File: src/rtl/dac_pkg.sv
// dac_pkg: shared encodings for the DAC waveform generator and SPI framer.
package dac_pkg;
  localparam logic [1:0] WAVE_SQUARE = 2'b00;
  localparam logic [1:0] WAVE_SAW    = 2'b01;
  localparam logic [1:0] WAVE_TRI    = 2'b10;
  localparam logic [1:0] WAVE_DC     = 2'b11;
  localparam int         FRAME_BITS  = 16;
  localparam logic [3:0] CTRL_BITS   = 4'b0000;
  typedef enum logic [1:0] {IDLE, LOAD, SHIFT, GAP} state_t;
endpackage

File: src/rtl/dac_wave_gen.sv
// dac_wave_gen: maps an accumulator phase and shape select to one DAC sample.
module dac_wave_gen
  import dac_pkg::*;
#(
  parameter int DATA_W  = 12,
  parameter int PHASE_W = 16
) (
  input  logic [PHASE_W-1:0] phase,
  input  logic [1:0]         wave_sel,
  output logic [DATA_W-1:0]  sample
);
  logic [DATA_W-1:0] tri_lin;
  logic              unused_lsb;
  always_comb begin
    tri_lin    = phase[PHASE_W-2 -: DATA_W];
    unused_lsb = ^phase[PHASE_W-DATA_W-2:0];
    sample     = wave_sel == WAVE_SQUARE ? {DATA_W{phase[PHASE_W-1]}} :
                 wave_sel == WAVE_SAW    ? phase[PHASE_W-1 -: DATA_W] :
                 wave_sel == WAVE_TRI    ? (phase[PHASE_W-1] ? ~tri_lin : tri_lin) :
                                           {1'b1, {(DATA_W-1){1'b0}}};
  end
endmodule

File: src/rtl/dac_spi_driver.sv
// dac_spi_driver: turns DAC_CLOCK strobes into phase-accumulated waveform
// samples and serializes each one as a 16-bit SPI frame to the board DAC.
module dac_spi_driver
  import dac_pkg::*;
#(
  parameter int DATA_W   = 12,
  parameter int PHASE_W  = 16,
  parameter int SCLK_DIV = 4,
  parameter int GAP_CYC  = 8
) (
  input  logic               CLOCK,
  input  logic               RESET,
  input  logic               DAC_CLOCK,
  input  logic               ENABLE,
  input  logic [1:0]         WAVE_SEL,
  input  logic [PHASE_W-1:0] FREQ_WORD,
  output logic               DAC_SCLK,
  output logic               DAC_SYNC_N,
  output logic               DAC_DIN,
  output logic [DATA_W-1:0]  SAMPLE_OUT,
  output logic               BUSY,
  output logic               OVERRUN
);
  localparam int BIT_CYC = 2 * SCLK_DIV;
  localparam int CNT_MAX = BIT_CYC > GAP_CYC ? BIT_CYC : GAP_CYC;
  localparam int CNT_W   = $clog2(CNT_MAX + 1);
  localparam int BIT_W   = $clog2(FRAME_BITS);

  state_t                state_q, state_d;
  logic                  s1_q, s2_q, s3_q, strobe;
  logic [PHASE_W-1:0]    phase_q, phase_d;
  logic [DATA_W-1:0]     sample, pend_q, pend_d, sample_q, sample_d;
  logic [FRAME_BITS-1:0] sreg_q, sreg_d;
  logic [CNT_W-1:0]      cnt_q, cnt_d;
  logic [BIT_W-1:0]      bit_q, bit_d;
  logic                  sclk_q, sclk_d, sync_q, sync_d, din_q, din_d, ovr_q, ovr_d;
  logic                  bit_end, last_bit, gap_end;

  // Shape is taken from the already-advanced phase so the frame reflects this strobe.
  dac_wave_gen #(.DATA_W(DATA_W), .PHASE_W(PHASE_W)) u_wave (
    .phase   (phase_d),
    .wave_sel(WAVE_SEL),
    .sample  (sample)
  );

  always_ff @(posedge CLOCK or posedge RESET) begin
    if (RESET) begin
      state_q  <= IDLE;
      s1_q     <= 1'b0;
      s2_q     <= 1'b0;
      s3_q     <= 1'b0;
      phase_q  <= '0;
      pend_q   <= '0;
      sample_q <= '0;
      sreg_q   <= '0;
      cnt_q    <= '0;
      bit_q    <= '0;
      sclk_q   <= 1'b1;
      sync_q   <= 1'b1;
      din_q    <= 1'b0;
      ovr_q    <= 1'b0;
    end else begin
      state_q  <= state_d;
      s1_q     <= DAC_CLOCK;
      s2_q     <= s1_q;
      s3_q     <= s2_q;
      phase_q  <= phase_d;
      pend_q   <= pend_d;
      sample_q <= sample_d;
      sreg_q   <= sreg_d;
      cnt_q    <= cnt_d;
      bit_q    <= bit_d;
      sclk_q   <= sclk_d;
      sync_q   <= sync_d;
      din_q    <= din_d;
      ovr_q    <= ovr_d;
    end
  end

  always_comb begin
    strobe   = s2_q & ~s3_q & ENABLE;
    phase_d  = strobe ? phase_q + FREQ_WORD : phase_q;
    bit_end  = cnt_q == CNT_W'(BIT_CYC);
    last_bit = bit_q == '0;
    gap_end  = cnt_q == CNT_W'(GAP_CYC - 1);
    state_d  = state_q;
    case (state_q)
      IDLE:    state_d = strobe ? LOAD : IDLE;
      LOAD:    state_d = SHIFT;
      SHIFT:   state_d = bit_end && last_bit ? GAP : SHIFT;
      GAP:     state_d = gap_end ? IDLE : GAP;
      default: state_d = IDLE;
    endcase
  end

  always_comb begin
    pend_d   = state_q == IDLE && strobe ? sample : pend_q;
    sample_d = state_q == LOAD ? pend_q : sample_q;
    ovr_d    = strobe && state_q != IDLE;
    sreg_d   = sreg_q;
    cnt_d    = cnt_q;
    bit_d    = bit_q;
    sclk_d   = 1'b1;
    sync_d   = sync_q;
    din_d    = din_q;
    case (state_q)
      LOAD: begin
        sreg_d = {CTRL_BITS, pend_q};
        cnt_d  = '0;
        bit_d  = BIT_W'(FRAME_BITS - 1);
        sync_d = 1'b0;
        din_d  = sreg_d[FRAME_BITS-1];
      end
      SHIFT: begin
        cnt_d  = bit_end ? (last_bit ? '0 : CNT_W'(1)) : cnt_q + 1'b1;
        sclk_d = cnt_d <= CNT_W'(SCLK_DIV);
        if (bit_end) begin
          sreg_d = sreg_q << 1;
          bit_d  = bit_q - 1'b1;
          sync_d = last_bit;
          din_d  = !last_bit && sreg_d[FRAME_BITS-1];
        end
      end
      GAP:     cnt_d = cnt_q + 1'b1;
      default: ;
    endcase
  end

  always_comb begin
    DAC_SCLK   = sclk_q;
    DAC_SYNC_N = sync_q;
    DAC_DIN    = din_q;
    SAMPLE_OUT = sample_q;
    BUSY       = state_q != IDLE;
    OVERRUN    = ovr_q;
  end
endmodule

File: config.mk
export PLATFORM = sky130hd
export DESIGN_NAME = dac_spi_driver
export DESIGN_NICKNAME = d
export VERILOG_FILES = /design/src/rtl/dac_pkg.sv /design/src/rtl/dac_wave_gen.sv /design/src/rtl/dac_spi_driver.sv
export SDC_FILE = /design/constraint.sdc
export NUM_CORES = 1
export LEC_CHECK = 0
export ABC_AREA = 1
export CAP_MARGIN = 20
export CORE_MARGIN = 2
export CORE_UTILIZATION = 45
export CTS_CLUSTER_SIZE = 40
export DETAILED_ROUTE_END_ITERATION = 6
export GPL_ROUTABILITY_DRIVEN = 0
export PLACE_DENSITY_LB_ADDON = 0.15
export SYNTH_ARGS = -nofsm -noshare
export SYNTH_HDL_FRONTEND = slang
export SYNTH_SLANG_ARGS = --single-unit
File: constraint.sdc
create_clock -name CLOCK -period 2.9 [get_ports CLOCK]
set_clock_uncertainty 0.1 [all_clocks]
set_input_delay 0.87 -clock CLOCK [delete_from_list [all_inputs] [get_ports CLOCK]]
set_output_delay 0.87 -clock CLOCK [all_outputs]
set_load 0.01 [all_outputs]
==> impl_metrics.py, run 1 <==
metrics = {
    "die": {
        "die_y_um": 101,
        "dieArea_mm2": 0.0103,
        "initial_utilization_pct": 46.2,
        "num_rows": 35,
        "ioPinCount": 39,
        "fp.dieW_um": 101,
        "core_region_area_mm2": 0.00924,
    },
    "grt": {
        "grt_pass1_vias": 3821,
        "grtUsageTotal_pct": 21.1,
        "grt_pass1_wl_um": 17100,
        "antenna_found_initial": 0,
        "grt_start_max_net_pins": 49,
        "overflow": 0,
    },
    "synth": {
        "synth_warnings": 0,
        "ys_seq_elements": 72,
        "synth.avg_cell_area_um2": 7.52,
        "syn_nets": 609,
        "synth_cell_type_count": 40,
        "syn_area_mm2": 0.00427,
        "synth_cells": 568,
        "ys_seq_area_share_pct": 42.2,
    },
    "flow_run": {
        "drv_cap": 0,
    },
    "setup_path": {
        "crit_path_max_fanout": 3,
        "r2r_slack_ns": 0.68,
        "endpoint_kind": "flop",
        "cp.required_ns": 3.02,
        "worstSetupStartpointType": "primary input",
        "timing_worst_setup_path_type": "primary input to flop",
        "cp_slowest_cell": "clkdlybuf4s50_1",
        "cpPeakStageDelay_ns": 0.41,
        "crit_arrival_ns": 2.90,
        "cp_common_cell": "nand2_1",
        "crit_chain": "clkdlybuf4s50_1, ha_2, fa_2, nand3_1, nand3_2, nand3_2, nand2_1, nand2_1, nand2_1, nand2_1, nand3_1, nand2_2, nand2_1, nand3_1, a21oi_1",
    },
    "timing": {
        "relSlewSlack_pct": 56.6,
        "period_share_pct": 95.9,
        "drv_slew": 0,
        "finalCriticalPeriod_ns": 2.78,
        "finalSetupTns_ns": 0,
        "tightest_slew_ns": 0.647,
        "setup_viol": 0,
        "fmax_mhz": 360,
        "hold_viol": 0,
        "rsz0062_at_grt": "yes",
    },
    "final_layout": {
        "drive_above_1_share_pct": 19.1,
        "stdcell_area_mm2": 0.00550,
        "diodes": 0,
        "num-fill-cells": 852,
        "final_cell_mix": "nand2_1, inv_1, dfrtp_1, nand3_1, buf_4",
        "finalNetCount": 697,
        "layout_commonest_cell": "nand2_1",
        "area_growth_pct": 28.7,
        "multi_input_area_mm2": 0.00223,
        "ff_latch_area_mm2": 0.00180,
        "layoutNonFillerInstCount": 790,
        "final_util_pct": 59.5,
    },
    "route": {
        "drt_wl_total_um": 10200,
        "drt-initial-drc-count": 233,
        "dr.pass1.iters": 4,
        "viasPerCell": 4.89,
        "avgRoutedWirePerCell_um": 12.9,
        "vias": 3866,
        "post-route-drc-count": 0,
        "ant_nets": 0,
    },
    "power": {
        "p_total_mw": 4.13,
        "power.density_mw_per_mm2": 751,
        "vdd_drop_max_v": 0.000385,
        "p_leak_nw": 2.80,
    },
    "clock_network": {
        "clock-sinks": 72,
        "cts-root-buf": "clkbuf_8",
        "cts_tree": "yes",
        "clock_latency_ns": 0.34,
        "h-tree-depth": 3,
        "cts_buffers": 9,
        "clk_path_buf_depth": 2,
        "clk_pin_slew_ns": 0.07,
    },
    "run_status": {
        "outcome": "finished clean",
    },
    "placed_design": {
        "dp_cells": 773,
        "io_buffers": 38,
        "postPlaceCellArea_mm2": 0.00514,
        "dp_hpwl_um": 7850,
    },
    "min_path": {
        "hold_class": "flop to flop",
    },
}
-- per-layer routing --
metal  vias to the layer above  wire length (um)  track usage (%)
li1                       1991                 -                -
met1                      1816              5050             28.9
met2                        47              4810             35.2
met3                        12               235             3.17
met4                         0               112             5.51
met5                         -                 0                0
-- cells in the mapped netlist (all sizes together) --
| cell type | n | share of area (%) |
|---|---|---|
| nand3 | 62 | 8.3 |
| o21a | 1 | 0.18 |
| o21bai | 1 | 0.18 |
| a21oi | 20 | 2.7 |
| and2 | 2 | 0.29 |
| xnor2 | 5 | 1.0 |
| dfrtp | 70 | 41 |
| inv | 81 | 7.1 |
| fa | 1 | 0.47 |
| clkinv | 2 | 0.29 |
| o22ai | 6 | 0.88 |
| buf | 5 | 0.70 |
| nand3b | 4 | 0.70 |
| o21ai | 30 | 3.5 |
| a31oi | 1 | 0.15 |
| nand2 | 191 | 18 |
| xor2 | 3 | 0.62 |
| clkbuf | 7 | 0.62 |
| o211ai | 11 | 1.9 |
| nor2 | 35 | 3.5 |
| a211oi | 1 | 0.18 |
| ha | 18 | 5.3 |
| or2 | 4 | 0.59 |
| a32o | 1 | 0.23 |
| dfstp | 2 | 1.2 |
| nand4 | 3 | 0.44 |
| nor3 | 1 | 0.12 |
-- layout make-up --
class	count	area share, %
tap	129	2.94
timing repair buffer	89	14.1
inverter	83	5.76
clock buffer	11	2.39
multi-input combinational	401	40.5
clock inverter	5	1.48
sequential	72	32.8
-- path summary, 6_finish.rpt --
check	cells after the start	startpoint	endpoint
hold reg to reg	0	s1_q	s2_q
min in group asynchronous	2	RESET	cnt_q[3]
max in group asynchronous	3	RESET	DAC_SYNC_N
hold / removal	0	s1_q	s2_q
setup / recovery	15	FREQ_WORD[0]	pend_q[9]
setup reg to reg	14	phase_q[0]	pend_q[9]
-- per-stage QoR --
step / hold slack (ns) / worst slack, ns
final: 0.264 / 0.120
after global routing: 0.273 / -0.0527
after detailed placement: 0.239 / -0.404
after CTS: 0.268 / 0.0132
after floorplan: 0.231 / 0.108
after global placement: 0.243 / -0.359
-- critical path, delay by kind of cell --
kind / cells / cell delay (ns)
AND/OR/NAND/NOR: 11 / 1.00
adder cells (fa/ha/maj): 2 / 0.55
buffers and inverters: 1 / 0.41
AO/OA/AOI/OAI: 1 / 0.07
-- timing repair --
item	4_1_cts	5_1_grt
gates resized for setup	1	26
pin swaps	0	2
hold buffers	0	0
setup endpoints to repair	2	12
setup buffers	0	1
-- where the power goes --
group          switching [mW]  leakage (nW)  internal (mW)
clock                   0.370         0.104          0.485
sequential             0.0950         0.827           1.11
combinational            1.12          1.87          0.943
total                    1.59          2.80           2.54
-- flip-flops by register name (all words and copies together), names as in the netlist --
name        flops
DAC_DIN         1
DAC_SCLK        1
DAC_SYNC_N      1
OVERRUN         1
SAMPLE_OUT     12
bit_q           4
cnt_q           4
pend_q         12
phase_q        16
s1_q            1
s2_q            1
s3_q            1
sreg_q         15
state_q         2
-- kinds of logic after synthesis --
kind of cell / Yosys count / share of synthesized area (%)
compound gates: 72 / 9.93
xor+xnor: 8 / 1.64
fa+ha+maj: 19 / 5.74
buf+inv: 95 / 8.73
flops: 72 / 42.2
simple gates: 302 / 31.7
Note: power is estimated with default switching activity, not from simulation.
==> run 2: changes to the inputs <==
--- a/config.mk
+++ b/config.mk
@@ -12,6 +12,7 @@
 export CTS_CLUSTER_SIZE = 40
 export DETAILED_ROUTE_END_ITERATION = 6
 export GPL_ROUTABILITY_DRIVEN = 0
+export HOLD_SLACK_MARGIN = 0.1
 export PLACE_DENSITY_LB_ADDON = 0.15
 export SYNTH_ARGS = -nofsm -noshare
 export SYNTH_HDL_FRONTEND = slang
==> constraint.sdc (replaced) <==
create_clock -name CLOCK -period 2.9 [get_ports CLOCK]
set_clock_uncertainty 0.1 [all_clocks]
set_input_delay 0.87 -clock CLOCK [delete_from_list [all_inputs] [get_ports CLOCK]]
set_output_delay 0.87 -clock CLOCK [all_outputs]
set_load 0.1 [all_outputs]
==> impl_metrics.py, run 2 (synthesis gave the netlist of run 1 again) <==
metrics = {
    "clock_network": {
        "cts-root-buf": "clkbuf_8",
        "clk_path_buf_depth": 2,
        "cts_buffers": 9,
        "clk_pin_slew_ns": 0.07,
        "h-tree-depth": 3,
        "cts_tree": "yes",
        "clock_latency_ns": 0.35,
        "clock-sinks": 72,
    },
    "setup_path": {
        "worstSetupStartpointType": "primary input",
        "critPathCapture": "pend_q[3]",
        "timing_worst_setup_path_type": "primary input to flop",
        "reg2reg_to": "pend_q[3]",
        "r2r_cells": 15,
        "r2r_slack_ns": 0.67,
        "crit_path_max_fanout": 11,
        "crit_arrival_ns": 2.93,
        "cp.required_ns": 3.04,
        "crit_start": "FREQ_WORD[12]",
        "endpoint_kind": "flop",
        "r2r-start": "phase_q[8]",
    },
    "final_layout": {
        "largest_reg_flops": 16,
        "ff_latch_area_mm2": 0.00180,
        "drive_above_1_share_pct": 21.9,
        "finalNetCount": 697,
        "top_regs": "phase_q x16, sreg_q x15",
        "layout_commonest_cell": "nand2_1",
        "diodes": 0,
        "area_growth_pct": 28.1,
        "multi_input_area_mm2": 0.00223,
        "stdcell_area_mm2": 0.00547,
        "num-fill-cells": 859,
        "top_register": "phase_q",
        "final_cell_mix": "nand2_1, inv_1, dfrtp_1, buf_4, nand3_1",
    },
    "die": {
        "fp.dieW_um": 101,
        "core_region_area_mm2": 0.00924,
        "die_y_um": 101,
        "ioPinCount": 39,
        "num_rows": 35,
        "initial_utilization_pct": 46.2,
        "dieArea_mm2": 0.0103,
    },
    "timing": {
        "period_share_pct": 95.9,
        "tightest_slew_ns": 0.668,
        "finalCriticalPeriod_ns": 2.78,
        "setup_viol": 0,
        "drv_slew": 0,
        "hold_viol": 0,
        "hold_slack_ns": 0.260,
        "rsz0062_at_grt": "yes",
        "fmax_mhz": 359,
        "fin_ws_ns": 0.117,
        "relSlewSlack_pct": 55.2,
    },
    "route": {
        "ant_nets": 0,
        "drt_wl_total_um": 10300,
        "avgRoutedWirePerCell_um": 13.0,
        "dr.pass1.iters": 4,
        "drt-initial-drc-count": 220,
        "post-route-drc-count": 0,
        "viasPerCell": 4.93,
        "vias": 3891,
    },
    "grt": {
        "grt_pass1_wl_um": 17700,
        "overflow": 0,
        "grt_start_max_net_pins": 53,
        "antenna_found_initial": 0,
        "grtUsageTotal_pct": 21.9,
        "grt_pass1_vias": 3877,
    },
    "placed_design": {
        "dp_hpwl_um": 7800,
        "io_buffers": 38,
        "postPlaceCellArea_mm2": 0.00510,
        "place_ws_ns": -0.392,
    },
    "power": {
        "power.density_mw_per_mm2": 763,
        "p_leak_nw": 2.82,
        "vdd_drop_max_v": 0.000416,
    },
    "min_path": {
        "hold_class": "flop to flop",
        "hold_depth": 0,
    },
    "run_status": {
        "outcome": "finished clean",
    },
    "flow_run": {
        "drv_cap": 0,
    },
}
## run 2: cell count changes in the layout (fill, tap and decap cells not counted), sizes merged
cell           before  now
clkdlybuf4s50      38   20
buf                51   68
dlymetal6s2s        0    1
## run 2: metal layers
layer	GRT usage [%]	vias up	wire length, um
met5	0	-	0
met4	5.30	0	153
met3	4.21	13	399
met2	36.3	77	4850
met1	29.8	1815	4880
li1	-	1986	-
## run 2: report_power, final
group          internal, mW  leakage [nW]  total [mW]  switching, mW
Combinational         0.935          1.88        2.07           1.14
Clock                 0.508         0.110       0.889          0.381
Sequential             1.11         0.827        1.21         0.0997
Total                  2.56          2.82        4.17           1.62
## run 2: what timing repair did
| item | CTS | global route |
|---|---|---|
| gates resized for setup | 1 | 29 |
| setup buffers | 0 | 1 |
| hold buffers | 0 | 0 |
| setup endpoints to repair | 1 | 12 |
| pin swaps | 0 | 6 |
## run 2: worst min-delay path by stage
stage	startpoint	endpoint
global placement	s1_q	s2_q
global route	s1_q	s2_q
floorplan	s1_q	s2_q
CTS	s1_q	s2_q
detailed placement	s1_q	s2_q
finish	s1_q	s2_q
## run 2: layout make-up
class	instances	share of cell area [%]
repair buffers	89	13.4
clock inverters	5	1.49
flip-flops and latches	72	33.0
inverters	83	5.79
multi-input cells	401	40.8
clock buffers	11	2.58
well taps	129	2.95
## run 2: worst max-delay path: stages
cell and delay, ns:
clkdlybuf4s50_1 0.43, ha_1 0.34, nand2_1 0.08, nand2_1 0.06
nand2_1 0.05, nand2_1 0.11, a21oi_4 0.19, nand3_2 0.14
nand3_4 0.14, nand2_8 0.08, nand2_2 0.09, nand2_4 0.07
clkinv_4 0.08, nand3_1 0.08, nand2_1 0.06, inv_1 0.04
## run 2: metrics by stage
stage / util [%] / instances / total power [mW] / setup TNS (ns)
CTS: 57.7 / 789 / 4.01 / 0
detailed placement: 55.2 / 773 / 3.11 / -3.81
floorplan: - / 568 / 2.40 / 0
global placement: 55.2 / 773 / 3.08 / -3.33
global route: 59.2 / 790 / 4.48 / -0.0584
finish: 59.2 / 790 / 4.17 / 0
==> run 3: changes to the inputs <==
--- a/config.mk
+++ b/config.mk
@@ -6,6 +6,7 @@
 export NUM_CORES = 1
 export LEC_CHECK = 0
 export ABC_AREA = 1
+export ABC_CLOCK_PERIOD_IN_PS = 2900
 export CAP_MARGIN = 20
 export CORE_MARGIN = 2
 export CORE_UTILIZATION = 45
==> results of run 3 <==
Final layout, timing and power as in run 2 (identical DEF).
